[src/rtl/bcd_dabble_converter.sv]
`timescale 1ns/1ps
// bcd_dabble_converter
//   Sequential binary-to-BCD converter using the shift-and-add-3
//   ("double dabble") algorithm, one bit per clock.
//
//   Handshake (both sides): a transfer happens on a rising edge where
//   valid && ready are both high. The producer holds valid/data until that
//   edge. The consumer may hold ready low for any number of cycles, during
//   which the result stays stable.
//
// Parameters
//   WIDTH   binary operand width (1..32)
//   DIGITS  number of BCD output digits (1..9)
//
// Ports
//   clk        rising-edge clock
//   rst        synchronous, active-high reset
//   in_valid   bin holds an operand to convert
//   in_ready   converter can accept an operand this cycle (IDLE and not in reset)
//   bin        unsigned binary operand
//   out_valid  bcd/blank/ovf hold a completed result
//   out_ready  consumer takes the result this cycle
//   bcd        packed BCD, digit i in bits [4i+3:4i], digit 0 = ones
//   blank      per-digit leading-zero suppression flags (blank[0] always 0)
//   ovf        operand exceeded 10^DIGITS-1 (bcd saturated to all nines)
//   busy       conversion in progress (SHIFT state)
//   state_o    current FSM state, for observation (0=IDLE, 1=SHIFT, 2=DONE)
module bcd_dabble_converter #(
    parameter int WIDTH  = 5,
    parameter int DIGITS = 2
) (
    input  logic                  clk,
    input  logic                  rst,
    input  logic                  in_valid,
    output logic                  in_ready,
    input  logic [WIDTH-1:0]      bin,
    output logic                  out_valid,
    input  logic                  out_ready,
    output logic [4*DIGITS-1:0]   bcd,
    output logic [DIGITS-1:0]     blank,
    output logic                  ovf,
    output logic                  busy,
    output logic [1:0]            state_o
);

    localparam int BW = 4 * DIGITS;
    localparam int SW = BW + WIDTH;
    localparam int CW = $clog2(WIDTH + 1);

    function automatic logic [63:0] pow10(input int n);
        logic [63:0] r;
        r = 64'd1;
        for (int k = 0; k < n; k++) begin
            r = r * 64'd10;
        end
        return r;
    endfunction

    localparam logic [63:0]       MAX_VAL   = pow10(DIGITS) - 64'd1;
    // Reset pattern: every digit but the ones digit blanked.
    localparam logic [DIGITS-1:0] BLANK_RST = ~DIGITS'(1);

    typedef enum logic [1:0] {
        IDLE  = 2'd0,
        SHIFT = 2'd1,
        DONE  = 2'd2
    } state_t;

    state_t              state_q;
    logic [SW-1:0]       sr_q;
    logic [SW-1:0]       sr_d;
    logic [CW-1:0]       cnt_q;
    logic                ovf_in_q;
    logic                ovf_q;
    logic                out_valid_q;
    logic [BW-1:0]       bcd_q;
    logic [DIGITS-1:0]   blank_q;
    logic [BW-1:0]       digits_d;
    logic [DIGITS-1:0]   blank_d;
    logic                zero_above;

    // One dabble step: correct nibbles >= 5 so the shift carries into the
    // next decade, then shift the whole {bcd, binary} register left.
    always_comb begin
        sr_d = sr_q;
        for (int d = 0; d < DIGITS; d++) begin
            if (sr_q[WIDTH + 4*d +: 4] >= 4'd5) begin
                sr_d[WIDTH + 4*d +: 4] = sr_q[WIDTH + 4*d +: 4] + 4'd3;
            end
        end
        sr_d = sr_d << 1;
        digits_d = sr_d[SW-1:WIDTH];

        // Leading-zero flags from the final digits, scanned from the top
        // down; the ones digit is never blanked.
        blank_d    = '0;
        zero_above = 1'b1;
        for (int i = DIGITS - 1; i >= 1; i--) begin
            zero_above = zero_above & (digits_d[4*i +: 4] == 4'd0);
            blank_d[i] = zero_above;
        end
    end

    always_ff @(posedge clk) begin
        if (rst) begin
            state_q     <= IDLE;
            sr_q        <= '0;
            cnt_q       <= '0;
            ovf_in_q    <= 1'b0;
            ovf_q       <= 1'b0;
            out_valid_q <= 1'b0;
            bcd_q       <= '0;
            blank_q     <= BLANK_RST;
        end else begin
            case (state_q)
                IDLE: begin
                    if (in_valid) begin
                        sr_q     <= {BW'(0), bin};
                        cnt_q    <= CW'(WIDTH);
                        ovf_in_q <= (64'(bin) > MAX_VAL);
                        state_q  <= SHIFT;
                    end
                end
                SHIFT: begin
                    sr_q  <= sr_d;
                    cnt_q <= cnt_q - CW'(1);
                    // Last iteration: publish the shifted value directly so
                    // the result is valid WIDTH cycles after acceptance.
                    if (cnt_q == CW'(1)) begin
                        state_q     <= DONE;
                        out_valid_q <= 1'b1;
                        ovf_q       <= ovf_in_q;
                        if (ovf_in_q) begin
                            bcd_q   <= {DIGITS{4'h9}};
                            blank_q <= '0;
                        end else begin
                            bcd_q   <= digits_d;
                            blank_q <= blank_d;
                        end
                    end
                end
                DONE: begin
                    // Returning to IDLE leaves a one-cycle bubble before
                    // the next operand can be accepted.
                    if (out_valid_q && out_ready) begin
                        out_valid_q <= 1'b0;
                        state_q     <= IDLE;
                    end
                end
                default: begin
                    state_q <= IDLE;
                end
            endcase
        end
    end

    assign in_ready  = (state_q == IDLE) && !rst;
    assign busy      = (state_q == SHIFT);
    assign out_valid = out_valid_q;
    assign bcd       = bcd_q;
    assign blank     = blank_q;
    assign ovf       = ovf_q;
    assign state_o   = state_q;

endmodule

[config.mk]
export PLATFORM = sky130hd
export DESIGN_NAME = bcd_dabble_converter
export DESIGN_NICKNAME = d
export VERILOG_FILES = /design/src/rtl/bcd_dabble_converter.sv
export SDC_FILE = /design/constraint.sdc
export NUM_CORES = 1
export LEC_CHECK = 0
export ABC_AREA = 1
export CAP_MARGIN = 20
export CORE_MARGIN = 1
export CORE_UTILIZATION = 45
export DETAILED_ROUTE_END_ITERATION = 10
export GPL_ROUTABILITY_DRIVEN = 0
export PLACE_DENSITY = 0.7
export SETUP_SLACK_MARGIN = 0.4
export SLEW_MARGIN = 20
export SYNTH_ARGS = -nofsm -noshare
export SYNTH_HDL_FRONTEND = slang
export SYNTH_SLANG_ARGS = --single-unit
[constraint.sdc]
create_clock -name clk -period 2 [get_ports clk]
set_input_delay 0.6 -clock clk [delete_from_list [all_inputs] [get_ports clk]]
set_output_delay 0.6 -clock clk [all_outputs]
set_load 0.01 [all_outputs]
; ---- Word level (Yosys, flattened, before mapping)
; Index checks and enable logic that the tools add are counted.
[totals]
reg_bits = 28
in_bits = 9
out_inout_bits = 16
word_cells = 41
[op_classes]
add_sub_neg = 3
n_lt_le_gt_ge = 2
n_eq_ne = 6
mux = 13
n_reduce_logical = 11
[op_table]
columns = op, n
row1 = case mux 13 bit (2 select lines), 1
row2 = two-way mux 13 bit, 1
row3 = "greater-or-equal comparator 4 x 3 -> 1 bit, second input constant", 2
row4 = two-way mux 2 bit, 3
row5 = two-way mux 3 bit, 2
row6 = case mux 2 bit (3 select lines), 1
row7 = case mux 3 bit (2 select lines), 1
row8 = AND reduction 3 bit, 2
row9 = "adder 4 x 2 -> 4 bit, second input constant", 1
row10 = logical NOT 4 bit, 1
row11 = two-way mux 4 bit, 1
row12 = "!= test 2 bit, second input constant", 2
row13 = AND reduction 2 bit, 2
row14 = nonzero test 2 bit, 2
row15 = "adder 3 x 2 -> 3 bit, second input constant", 1
row16 = "== test 3 x 1 -> 1 bit, second input constant", 1
row17 = "subtractor 3 x 1 -> 3 bit, second input constant", 1
row18 = "== test 2 x 1 -> 1 bit, second input constant", 1
row19 = "== test 2 bit, second input constant", 1
row20 = logical AND 1 bit, 2
row21 = logical NOT 2 bit, 1
row22 = two-way mux 1 bit, 2
row23 = "!= test 2 x 1 -> 1 bit, second input constant", 1
row24 = case mux 1 bit (2 select lines), 1
row25 = logical NOT 1 bit, 1

; ---- Logic depth before layout (Yosys ltp)
; Gate-level depths: netlist of run 1.
[logic_depth]
word_depth = 3
ltp_mapped = 10
depth_no_buf = 10

; ---- Worst setup path before layout of run 1
; Ideal clock, no wire load.
[synth_path]
path_kind = input -> output
start = in rst
end = out in_ready
arrival_ns = 1.078
required_time_ns = 1.400
path_slack_ns = 0.322
stages = 2
path_buffers = 1
path_cell_list = buf_1 nor2_1
[synth_via]
elab_chain_len = 2
[synth_lines]
columns = item, line
row1 = start: declaration, 33  ; input logic rst,
row2 = logical NOT 1 bit, 157  ; assign in_ready = (state_q == IDLE) && !rst;
row3 = logical AND 1 bit, 157
row4 = end: declaration, 35  ; output logic in_ready,
; No other way between the ends.

; ---- Worst setup path after layout of run 1
; Ends and elaborated chain as after synthesis.

==> metrics.md, run 1 <==
| Metric | Value |
|---|---|
| Number of DRC markers in iteration 0 | `56` |
| First-pass GRT wire length | `4.53 mm` |
| Critical path type | `in -> out` |
| Placed cell count | `259` |
| F_max | `590 MHz` |
| Clk sink count | `28` |
| Syn-to-layout area delta | `24.1%` |
| Die area | `3410 µm²` |
| I/O pin total | `25` |
| Leakage power | `0.817 nW` |
| First drt pass iteration count | `4` |
| WL/cell | `10.6 µm` |
| Vias/cell | `4.76` |
| Post-route insts no fill | `270` |
| Status | `finished, final reports clean` |
| Crit path DAT | `1.10 ns` |
| Min-Delay Path Class | `reg -> reg` |
| Top FF cell, synth | `dfxtp_1` |
| Asr flop ratio synth | `0%` |
| Maximum VDD drop | `0.000619 V` |
| Final Cycle Share | `84.8%` |
| Max clock buf depth | `2` |
| Buf/Inv on CP | `2` |
| Register bit count reported by yosys | `28` |
| Cell Pwr Density | `614 nW/µm²` |
| RSZ-0062 raised after global routing | `yes` |
| Drt total wl | `2.87 mm` |
| Vias in the first global route | `1081` |
| Final worst path period need | `1.70 ns` |
| Register area share after synthesis | `39.2%` |
| Remaining DRCs | `0` |
| Latest clock arrival within the worst-skew pair | `0.33 ns` |
| Crit. End Element | `output pin` |
| Synth Warn # | `0` |
| Max Slew Vio Count | `0` |
| Die span in y | `58.4 µm` |
| Clk_skew | `0.00321 ns` |
| Layout cells sized above 1 | `17.7%` |
| Gate count of the mapped netlist | `197` |
| Die Span X | `58.4 µm` |
| Total grt overflow | `0` |
| Max-cap violations | `0` |
| Total track usage | `17.2%` |
| Core footprint | `3030 µm²` |
| Initial antenna violation count | `0` |
| CP delay by family, top | `buffers and inverters` |
| CTS tree | `done` |
| Cell at the slowest stage of the critical path | `clkdlybuf4s15_1` |
| Mapped Avg Cell Area | `7.26 µm²` |
| Final hold vios | `0` |
| Final nets | `243` |
| Num rows | `20` |
| Synthesized cell area | `1430 µm²` |
| DPL Wire Length | `1.92 mm` |
| Critical Path RT | `1.40 ns` |
| CP max FO | `2` |
| Initial Util | `47.2%` |
| Setup tns final | `0 ns` |
| DR vias | `1286` |
| Critical path, cell by cell | `clkdlybuf4s15_1 > nor2_4 > buf_6` |
| Remaining antenna violation count | `0` |
| EDFF count, synth | `0` |
| Final setup fails | `0` |
| Top cells by area, synth | `dfxtp_1 39%, nand2_1 14%, inv_1 6.0%` |
| Reg clk slew, reported paths | `0.15 ns` |
| Final core utilization | `58.6%` |
| Clock root buffer master | `clkbuf_4` |
| Max incr delay on CP | `0.24 ns` |
| Most numerous cell in the Yosys netlist | `nand2_1` |
| Largest area contributor in the netlist | `dfxtp_1` |
| Total power | `1.09 mW` |
| Total CTS buffers | `3` |
| WHS | `0.472 ns` |
| IO Port Bufs | `22` |
| H-tree depth | `1` |
| Most frequent cells after synthesis | `53 x nand2_1, 28 x dfxtp_1, 23 x inv_1, 17 x nor2_1, 13 x a21oi_1` |
| Yosys top cell area share | `39.2%` |
| Yosys cell types | `27` |
| Startpoint types | `input port` |
| # diodes | `0` |
| Largest net degree at the start of global routing | `22` |
worst paths after layout:
check / startpoint / to / slack (ns) / cells past startpoint
setup / recovery: rst / in_ready / 0.30 / 3
hold / removal: bcd[0] / bcd[0] / 0.47 / 2
setup reg to reg: sr_q[5] / sr_q[6] / 0.54 / 9
hold reg to reg: bcd[0] / bcd[0] / 0.47 / 2
registers in the layout, summed over array words and instances, names as in the netlist:
register   count
out_valid      1
blank          1
state_o        2
bcd            8
cnt_q          3
sr_q          13
layout by cell type, fill, tap and decap left out:
cell type and count:
nand4_1 4, nor2_1 16, o21bai_1 1, nand2_4 2, dfxtp_2 4, or2_2 1, inv_4 2, nand3_4 1
o21ai_0 8, dlygate4sd2_1 9, nand2_2 3, conb_1 2, clkbuf_4 3, nor2_4 2, buf_4 9, nand3_1 10
inv_2 2, nor2_8 1, a21oi_2 6, ha_1 6, a31oi_1 2, nand2_1 52, o21ai_1 5, a21o_1 1
clkdlybuf4s50_1 7, dfxtp_4 1, a21oi_1 13, dfxtp_1 23, clkdlybuf4s15_1 4, buf_6 3, inv_1 23
worst reg2reg max path, cell delays in order, from the launching register on:
cell and delay [ns]:
dfxtp_1 0.44, inv_1 0.10, ha_1 0.21, inv_1 0.05, nand2_1 0.12, nand3_1 0.16, nand2_1 0.06, nand2_1 0.08
nand2_1 0.06, a21oi_1 0.12
where the power goes:
group          switching [mW]  internal, mW
logic                   0.140         0.105
clock network           0.166        0.0708
registers              0.0161         0.591
metrics by stage:
stage,cell area (µm²),setup WS [ns]
final,1770,0.304
after global routing,1770,0.259
after CTS,1700,0.202
after detailed placement,1670,-0.342
after global placement,1670,-0.373
after floorplan,1440,0.443
metal layers:
layer	global-route usage, %	wire length (µm)	vias up
met5	0	0	-
met4	2.38	33	0
met3	4.62	99	4
met2	31.4	1390	28
met1	20.8	1350	573
li1	-	-	681
area by class of cell:
type | instances | area (µm²)
repair buffers | 32 | 290
inverters | 27 | 106
well taps | 44 | 55.1
flip-flops and latches | 28 | 569
multi-input cells | 136 | 731
clock buffers | 3 | 22.5
fillers | 289 | 1250
cells by family (layout without fill, tap and decap cells):
logic type / count (synthesis) / after routing / share of synthesized area (%)
other cells: 1 / 2 / 0.262
flops: 28 / 28 / 39.2
compound gates: 36 / 36 / 14.7
simple gates: 92 / 92 / 29.2
fa+ha+maj: 6 / 6 / 5.25
buf+inv: 34 / 62 / 11.4
timing repair:
item                       4_1_cts  5_1_grt
resized for setup               26       13
setup endpoints to repair       15       10
hold buffers                     0        0
buffers inserted                 3        5
pin swaps                        2        3
(Power assumes the default switching activity.)
==> inputs of run 2 (changes only) <==
--- a/config.mk
+++ b/config.mk
@@ -11,7 +11,7 @@
 export CORE_UTILIZATION = 45
 export DETAILED_ROUTE_END_ITERATION = 10
 export GPL_ROUTABILITY_DRIVEN = 0
-export PLACE_DENSITY = 0.7
+export PLACE_DENSITY = 0.72
 export SETUP_SLACK_MARGIN = 0.4
 export SLEW_MARGIN = 20
 export SYNTH_ARGS = -nofsm -noshare
==> constraint.sdc (replaced) <==
create_clock -name clk -period 1.4 [get_ports clk]
set_input_delay 0.42 -clock clk [delete_from_list [all_inputs] [get_ports clk]]
set_output_delay 0.42 -clock clk [all_outputs]
set_load 0.01 [all_outputs]
==> metrics.md, run 2 (same netlist as run 1, synthesis figures left out) <==
| Metric | Value |
|---|---|
| Latest clock arrival within the worst-skew pair | `0.32 ns` |
| Max clock buf depth | `2` |
| Buf/Inv on CP | `3` |
| CP max FO | `4` |
| Crit. End Element | `output pin` |
| Number of DRC markers in iteration 0 | `52` |
| Status | `finished with violations` |
| Initial antenna violation count | `0` |
| Maximum VDD drop | `0.000495 V` |
| Total CTS buffers | `3` |
| H-tree depth | `1` |
| Final nets | `258` |
| Number of flip-flops in the largest register | `13` |
| Met1 Use GR | `27.8%` |
| Most crowded layer after global routing | `met2` |
| Met3 Use GR | `2.64%` |
| First drt pass iteration count | `4` |
| WL/cell | `13.5 µm` |
| Critical Path RT | `0.98 ns` |
| Cell Pwr Density | `782 nW/µm²` |
| Syn-to-layout area delta | `54.0%` |
| Placed cell count | `263` |
| Initial Util | `47.2%` |
| First-pass GRT wire length | `5.84 mm` |
| Max incr delay on CP | `0.37 ns` |
| DPL Wire Length | `2.52 mm` |
| Critical path type | `reg -> out` |
| Vias in the first global route | `1316` |
| Leakage power | `1.01 nW` |
| Final WS setup | `-0.0298 ns` |
| F_max | `699 MHz` |
| Commonest non-fill, non-tap cells in the layout | `36 x nand2_1, 22 x buf_6, 15 x a21oi_2` |
| Placement Setup Slack | `-0.593 ns` |
| Hold_buf cts | `0` |
| I/O pin total | `25` |
| Clk sink count | `28` |
| Core footprint | `3030 µm²` |
| Final Cycle Share | `102%` |
| Total track usage | `22.3%` |
| Max-cap violations | `0` |
| Cell at the slowest stage of the critical path | `dfxtp_2` |
| Total grt overflow | `0` |
| Final hold vios | `0` |
| DR vias | `1443` |
| Reg clk slew, reported paths | `0.15 ns` |
| Final worst path period need | `1.43 ns` |
| CTS tree | `done` |
| Largest net degree at the start of global routing | `22` |
| # diodes | `0` |
| Critical path, cell by cell | `inv_4 > nand2_4 > inv_6 > buf_6` |
| Die area | `3410 µm²` |
| Max Slew Vio Count | `0` |
| Startpoint types | `flip-flop` |
| Clk_skew | `0.00593 ns` |
| Layout cells sized above 1 | `53.3%` |
| Num rows | `20` |
| Die Span X | `58.4 µm` |
| Commonest non-fill, non-tap cell in the layout | `nand2_1` |
| Met2 Use GR | `40.1%` |
| Final setup fails | `2` |
| Die span in y | `58.4 µm` |
| Crit path DAT | `1.01 ns` |
| Setup tns final | `-0.0561 ns` |
| RSZ-0062 raised after global routing | `yes` |
| Remaining antenna violation count | `0` |
| Drt total wl | `3.86 mm` |
| IO Port Bufs | `22` |
| Min-Delay Path Class | `reg -> reg` |
| Vias/cell | `5.05` |
| CP delay by family, top | `flip-flops` |
| Clock root buffer master | `clkbuf_4` |
| Final core utilization | `72.7%` |
| Register with the most flip-flops | `sr_q` |
| Remaining DRCs | `0` |
| Failing checks | `setup timing` |
| Post-route insts no fill | `286` |
run 2: final timing paths:
check,start,to,slack (ns),cells past startpoint
worst min register to register,sr_q[12],sr_q[12],0.47,2
worst max-delay path,state_o[1],busy,-0.03,4
worst min-delay path,sr_q[12],sr_q[12],0.47,2
worst max register to register,state_o[0],sr_q[10],0.06,8
run 2: report_power, final:
| group | switching, mW | internal (mW) |
|---|---|---|
| Clock | 0.233 | 0.111 |
| Sequential | 0.0425 | 0.842 |
| Combinational | 0.258 | 0.236 |
| Total | 0.533 | 1.19 |
run 2: area by class of cell:
type,instances,area (µm²)
Inverter,27,130
Tap cell,44,55.1
Timing Repair Buffer,46,455
Fill cell,230,826
Multi-Input combinational cell,137,938
Sequential cell,28,597
Clock buffer,4,26.3
run 2: worst register-to-register path, cell delays in order, from the launching register on:
cell and delay (ns):
dfxtp_4 0.42, inv_4 0.04, buf_4 0.13, buf_6 0.11, nand3_4 0.09, inv_8 0.06
nor2_4 0.23, nand2_2 0.09, a21oi_2 0.11
run 2: what timing repair did:
| item | CTS | global route |
|---|---|---|
| setup endpoints to repair | 42 | 42 |
| pin swaps | 19 | 8 |
| gates cloned | 1 | 0 |
| resized for setup | 102 | 24 |
| buffers inserted | 8 | 10 |
run 2: metal layers:
layer,vias to the layer above,wire length (µm)
met4,0,73
li1,714,-
met2,39,2090
met1,682,1550
met5,-,0
met3,8,145
run 2: through the flow:
stage | hold WS, ns | power [mW] | instance area (µm²)
floorplan | 0.439 | 1.15 | 1580
global placement | 0.450 | 1.25 | 1840
detailed placement | 0.454 | 1.27 | 1840
CTS | 0.475 | 1.69 | 2040
global route | 0.483 | 1.81 | 2200
finish | 0.468 | 1.72 | 2200
==> inputs of run 3 (changes only) <==
--- a/config.mk
+++ b/config.mk
@@ -6,7 +6,6 @@
 export NUM_CORES = 1
 export LEC_CHECK = 0
 export ABC_AREA = 1
-export CAP_MARGIN = 20
 export CORE_MARGIN = 1
 export CORE_UTILIZATION = 45
 export DETAILED_ROUTE_END_ITERATION = 10
==> constraint.sdc (replaced) <==
create_clock -name clk -period 1.4 [get_ports clk]
set_input_delay 0.42 -clock clk [delete_from_list [all_inputs] [get_ports clk]]
set_output_delay 0.42 -clock clk [all_outputs]
set_load 0.02 [all_outputs]
==> metrics.md, run 3 (same netlist as run 1, synthesis figures left out) <==
| Metric | Value |
|---|---|
| Final Cycle Share | `105%` |
| Layout cells sized above 1 | `52.5%` |
| Critical path type | `reg -> out` |
| Crit. End Element | `output pin` |
| Setup tns final | `-0.121 ns` |
| Met1 Use GR | `25.2%` |
| Final hold vios | `0` |
| Drt total wl | `3.67 mm` |
| Final setup fails | `2` |
| Max clock buf depth | `2` |
| Latest clock arrival within the worst-skew pair | `0.32 ns` |
| Remaining antenna violation count | `0` |
| Clock share of power | `22.4%` |
| Number of flip-flops in the largest register | `13` |
| CTS tree | `done` |
| Die area | `3410 µm²` |
| Failing checks | `setup timing` |
| DR vias | `1430` |
| IO Port Bufs | `22` |
| Syn-to-layout area delta | `54.3%` |
| F_max | `678 MHz` |
| WHS | `0.476 ns` |
| Pint | `1.24 mW` |
| CP max FO | `3` |
| Critical Path RT | `0.98 ns` |
| Clk sink count | `28` |
| Cell Pwr Density | `812 nW/µm²` |
| Status | `finished with violations` |
| Dpl cell area | `1890 µm²` |
| H-tree depth | `1` |
| Total CTS buffers | `3` |
| Combinational share of power | `28.6%` |
| Num rows | `20` |
| Min-Delay Path Class | `reg -> reg` |
| Core footprint | `3030 µm²` |
| Final WS setup | `-0.0742 ns` |
| Placed cell count | `269` |
| Leakage power | `1.00 nW` |
| Startpoint types | `flip-flop` |
| Hold path depth | `2` |
| Met2 Use GR | `40.9%` |
| Most crowded layer after global routing | `met2` |
| Max-cap violations | `0` |
| Max Slew Vio Count | `0` |
| Number of DRC markers in iteration 0 | `31` |
| Register with the most flip-flops | `sr_q` |
| Vias/cell | `4.97` |
| Maximum VDD drop | `0.000522 V` |
| Die Span X | `58.4 µm` |
| Commonest non-fill, non-tap cell in the layout | `nand2_1` |
| Largest net degree at the start of global routing | `22` |
| RSZ-0062 raised after global routing | `yes` |
| Hold_sp | `cnt_q[1]` |
| Commonest non-fill, non-tap cells in the layout | `33 x nand2_1, 20 x buf_6, 19 x buf_4, 18 x nand2_2` |
| Setup crit start | `state_o[0]` |
| Initial antenna violation count | `0` |
| Crit path DAT | `1.05 ns` |
| Final Cell Area | `2210 µm²` |
| DPL Wire Length | `2.37 mm` |
| Layout fillers | `233` |
| Final nets | `260` |
| Reg-to-Reg Start | `state_o[0]` |
| First drt pass iteration count | `4` |
| Sequential Power Share | `49.0%` |
| Total grt overflow | `0` |
| Placement Setup Slack | `-0.653 ns` |
| Total track usage | `22.1%` |
| # diodes | `0` |
| WL/cell | `12.8 µm` |
| Switching power | `0.552 mW` |
| I/O pin total | `25` |
| Reg area | `596 µm²` |
| Final worst path period need | `1.47 ns` |
| Die span in y | `58.4 µm` |
| Remaining DRCs | `0` |
| Worst Reg2Reg Path Length in Cells | `9` |
| Clock root buffer master | `clkbuf_4` |
| Met3 Use GR | `2.86%` |
| Sw Ratio | `30.8%` |
| Multi-input logic area | `927 µm²` |
| First-pass GRT wire length | `5.87 mm` |
| Post-route insts no fill | `288` |
| Initial Util | `47.2%` |
| Vias in the first global route | `1369` |
| Clk_skew | `0.00158 ns` |
| Reg clk slew, reported paths | `0.15 ns` |
[run 3: cell types whose count changed in the layout (fill, tap and decap cells not counted), sizes merged]
cell,before,now
buf,37,40
clkdlybuf4s15,0,1
clkdlybuf4s50,7,6
clkinvlp,1,0
dlygate4sd2,2,1
inv,26,27
[run 3: metal layers]
| metal | vias to the layer above | part of all wire (%) |
|---|---|---|
| met5 | - | 0 |
| met4 | 0 | 2.4 |
| met3 | 10 | 3.6 |
| met2 | 33 | 56 |
| met1 | 666 | 38 |
| li1 | 721 | - |
[run 3: repair_timing]
item	4_1_cts	5_1_grt
gates resized for setup	110	30
pin swaps	5	11
setup buffers	10	4
endpoints found under the hold margin	0	0
gates cloned	1	0
hold buffers	0	0
setup endpoints to repair	42	42
[run 3: final timing paths]
check	end	slack, ns
worst max-delay path	busy	-0.07
worst min-delay path	cnt_q[1]	0.48
worst max register to register	bcd[4]	0.07
worst min register to register	cnt_q[1]	0.48
[run 3: power by group through the flow]
stage                     Clock, mW  Sequential (mW)  Combinational, mW
after floorplan                   0            0.914              0.259
after global placement            0            0.887              0.409
after detailed placement          0            0.890              0.418
after CTS                     0.411            0.878              0.492
after global routing          0.439            0.883              0.554
final                         0.401            0.878              0.512
[run 3: worst max-delay path: stages, from the launching register on]
cell and delay (ns):
dfxtp_4 0.39, buf_6 0.11, nand2_4 0.07, inv_6 0.04
buf_6 0.12
[run 3: final cells by class]
class | instances | area share [%]
Tap cell | 44 | 2.49
Timing Repair Buffer | 48 | 21.1
Sequential cell | 28 | 27.0
Inverter | 27 | 5.73
Clock buffer | 4 | 1.64
Multi-Input combinational cell | 137 | 42.0
[run 3: stage by stage]
stage | util (%) | power, mW
3_5_place_dp | 62.4 | 1.31
6_report | 72.9 | 1.79
3_3_place_gp | 62.4 | 1.30
2_1_floorplan | - | 1.17
4_1_cts | 68.8 | 1.78
5_1_grt | 72.9 | 1.88
==> patch (flow settings as in run 1) <==
`DIGITS`: 2 -> 4.
--- a/src/rtl/bcd_dabble_converter.sv
+++ b/src/rtl/bcd_dabble_converter.sv
@@ -27,7 +27,7 @@
 //   state_o    current FSM state, for observation (0=IDLE, 1=SHIFT, 2=DONE)
 module bcd_dabble_converter #(
     parameter int WIDTH  = 5,
-    parameter int DIGITS = 2
+    parameter int DIGITS = 4
 ) (
     input  logic                  clk,
     input  logic                  rst,
Interface: changed (resized bcd and blank); port bits go from 25 to 35. No check against the original RTL was run, so the function may have changed too.
==> patch against run 1 <==
Via count is 58% higher; total power is 65% higher; highest routed layer unchanged; design area is 56% higher; wire length is 68% higher; largest power group unchanged; area after synthesis is 59% higher; sequential cell count is 18 higher; maximum frequency is 4.9% higher; setup slack better by 79 ps.
==> patch: results <==
set metrics [dict create \
    hold_depth 2 \
    cp.arrival_ps 1020 \
    slowest_stage "nor3_4" \
    synthTopCellsByCount "nand2_1, dfxtp_1, inv_1" \
    top_layer_used "met4" \
    avgSynthCellArea_um2 7.16 \
    h-tree-depth 2 \
    synthXorXnorAreaFrac 0.00386 \
    grtUsageTotal 0.191 \
    hold_ws_ps 466 \
    met1Wirelength_um 2430 \
    cts-root-buf "clkbuf_8" \
    whs_endpoint "sr_q[18]" \
    routed_wl_um 4810 \
    met2RoutedLength_um 2150 \
    nFillCells 459 \
    ctsResizeCount 37 \
    drtIter0Drc 67 \
    placed_cells 412 \
    place_area_um2 2660 \
    path_clk_slew_ps 80 \
    hpwl_um 3390 \
    ys_seq_area_frac 0.406 \
    synth_area_leaders "dfxtp_1, nand2_1, inv_1, a21oi_1, ha_1" \
    layout.nets 373 \
    routedWlPerCell_um 11.4 \
    cp_slowest_stage_delay_ps 160 \
    status "complete, no violations" \
    vias_per_cell 4.82 \
    yosysUniqueCellTypes 28 \
    largest_reg_flops 21 \
    cts_buffers 5 \
    dp_slack_ps -440 \
    grt_max_degree 34 \
    irDropWorstVdd_v 0.000486 \
    synth_adder_area_share 0.0551 \
    port_buffers 32 \
    fin_skew_ps 4.51 \
    met3_usage 0.0414 \
    synth_compound_area_frac 0.150 \
    rr_endpoint "sr_q[7]" \
    dr_wl_met3_um 169 \
    grt_pass1_vias 1736 \
    layout-drive-gt1-share 0.121 \
    insertion_delay_ps 290 \
]
## patch: changes by cell type in the layout (fill, tap and decap cells not counted), sizes merged, moves of 5 or more
cell / delta
a21oi: +10
dfxtp: +18
dlygate4sd2: +13
inv: +17
nand2: +28
nand3: +9
nand4: +5
nor2: +5
o211ai: +7
o21ai: +5
## patch: final cells by class
type	count	area, um2	share of cell area
Clock buffer	7	76.3	0.0275
Multi-Input combinational cell	214	1140	0.410
Tap cell	67	83.8	0.0302
Sequential cell	46	932	0.336
Timing Repair Buffer	43	370	0.134
Inverter	44	173	0.0623
## patch: how the worst max path moves through the flow
stage	to	slack (ps)	depth (start not counted)
floorplan	in_ready	340	3
global placement	in_ready	-410	3
detailed placement	in_ready	-440	3
CTS	in_ready	210	3
global route	in_ready	340	3
finish	in_ready	380	3
## patch: report_power, final
part | internal (W) | switching (W) | total [W]
sequential | 0.000958 | 0.0000254 | 0.000983
clock | 0.000241 | 0.000288 | 0.000530
combinational | 0.000117 | 0.000163 | 0.000280
total | 0.00132 | 0.000477 | 0.00179
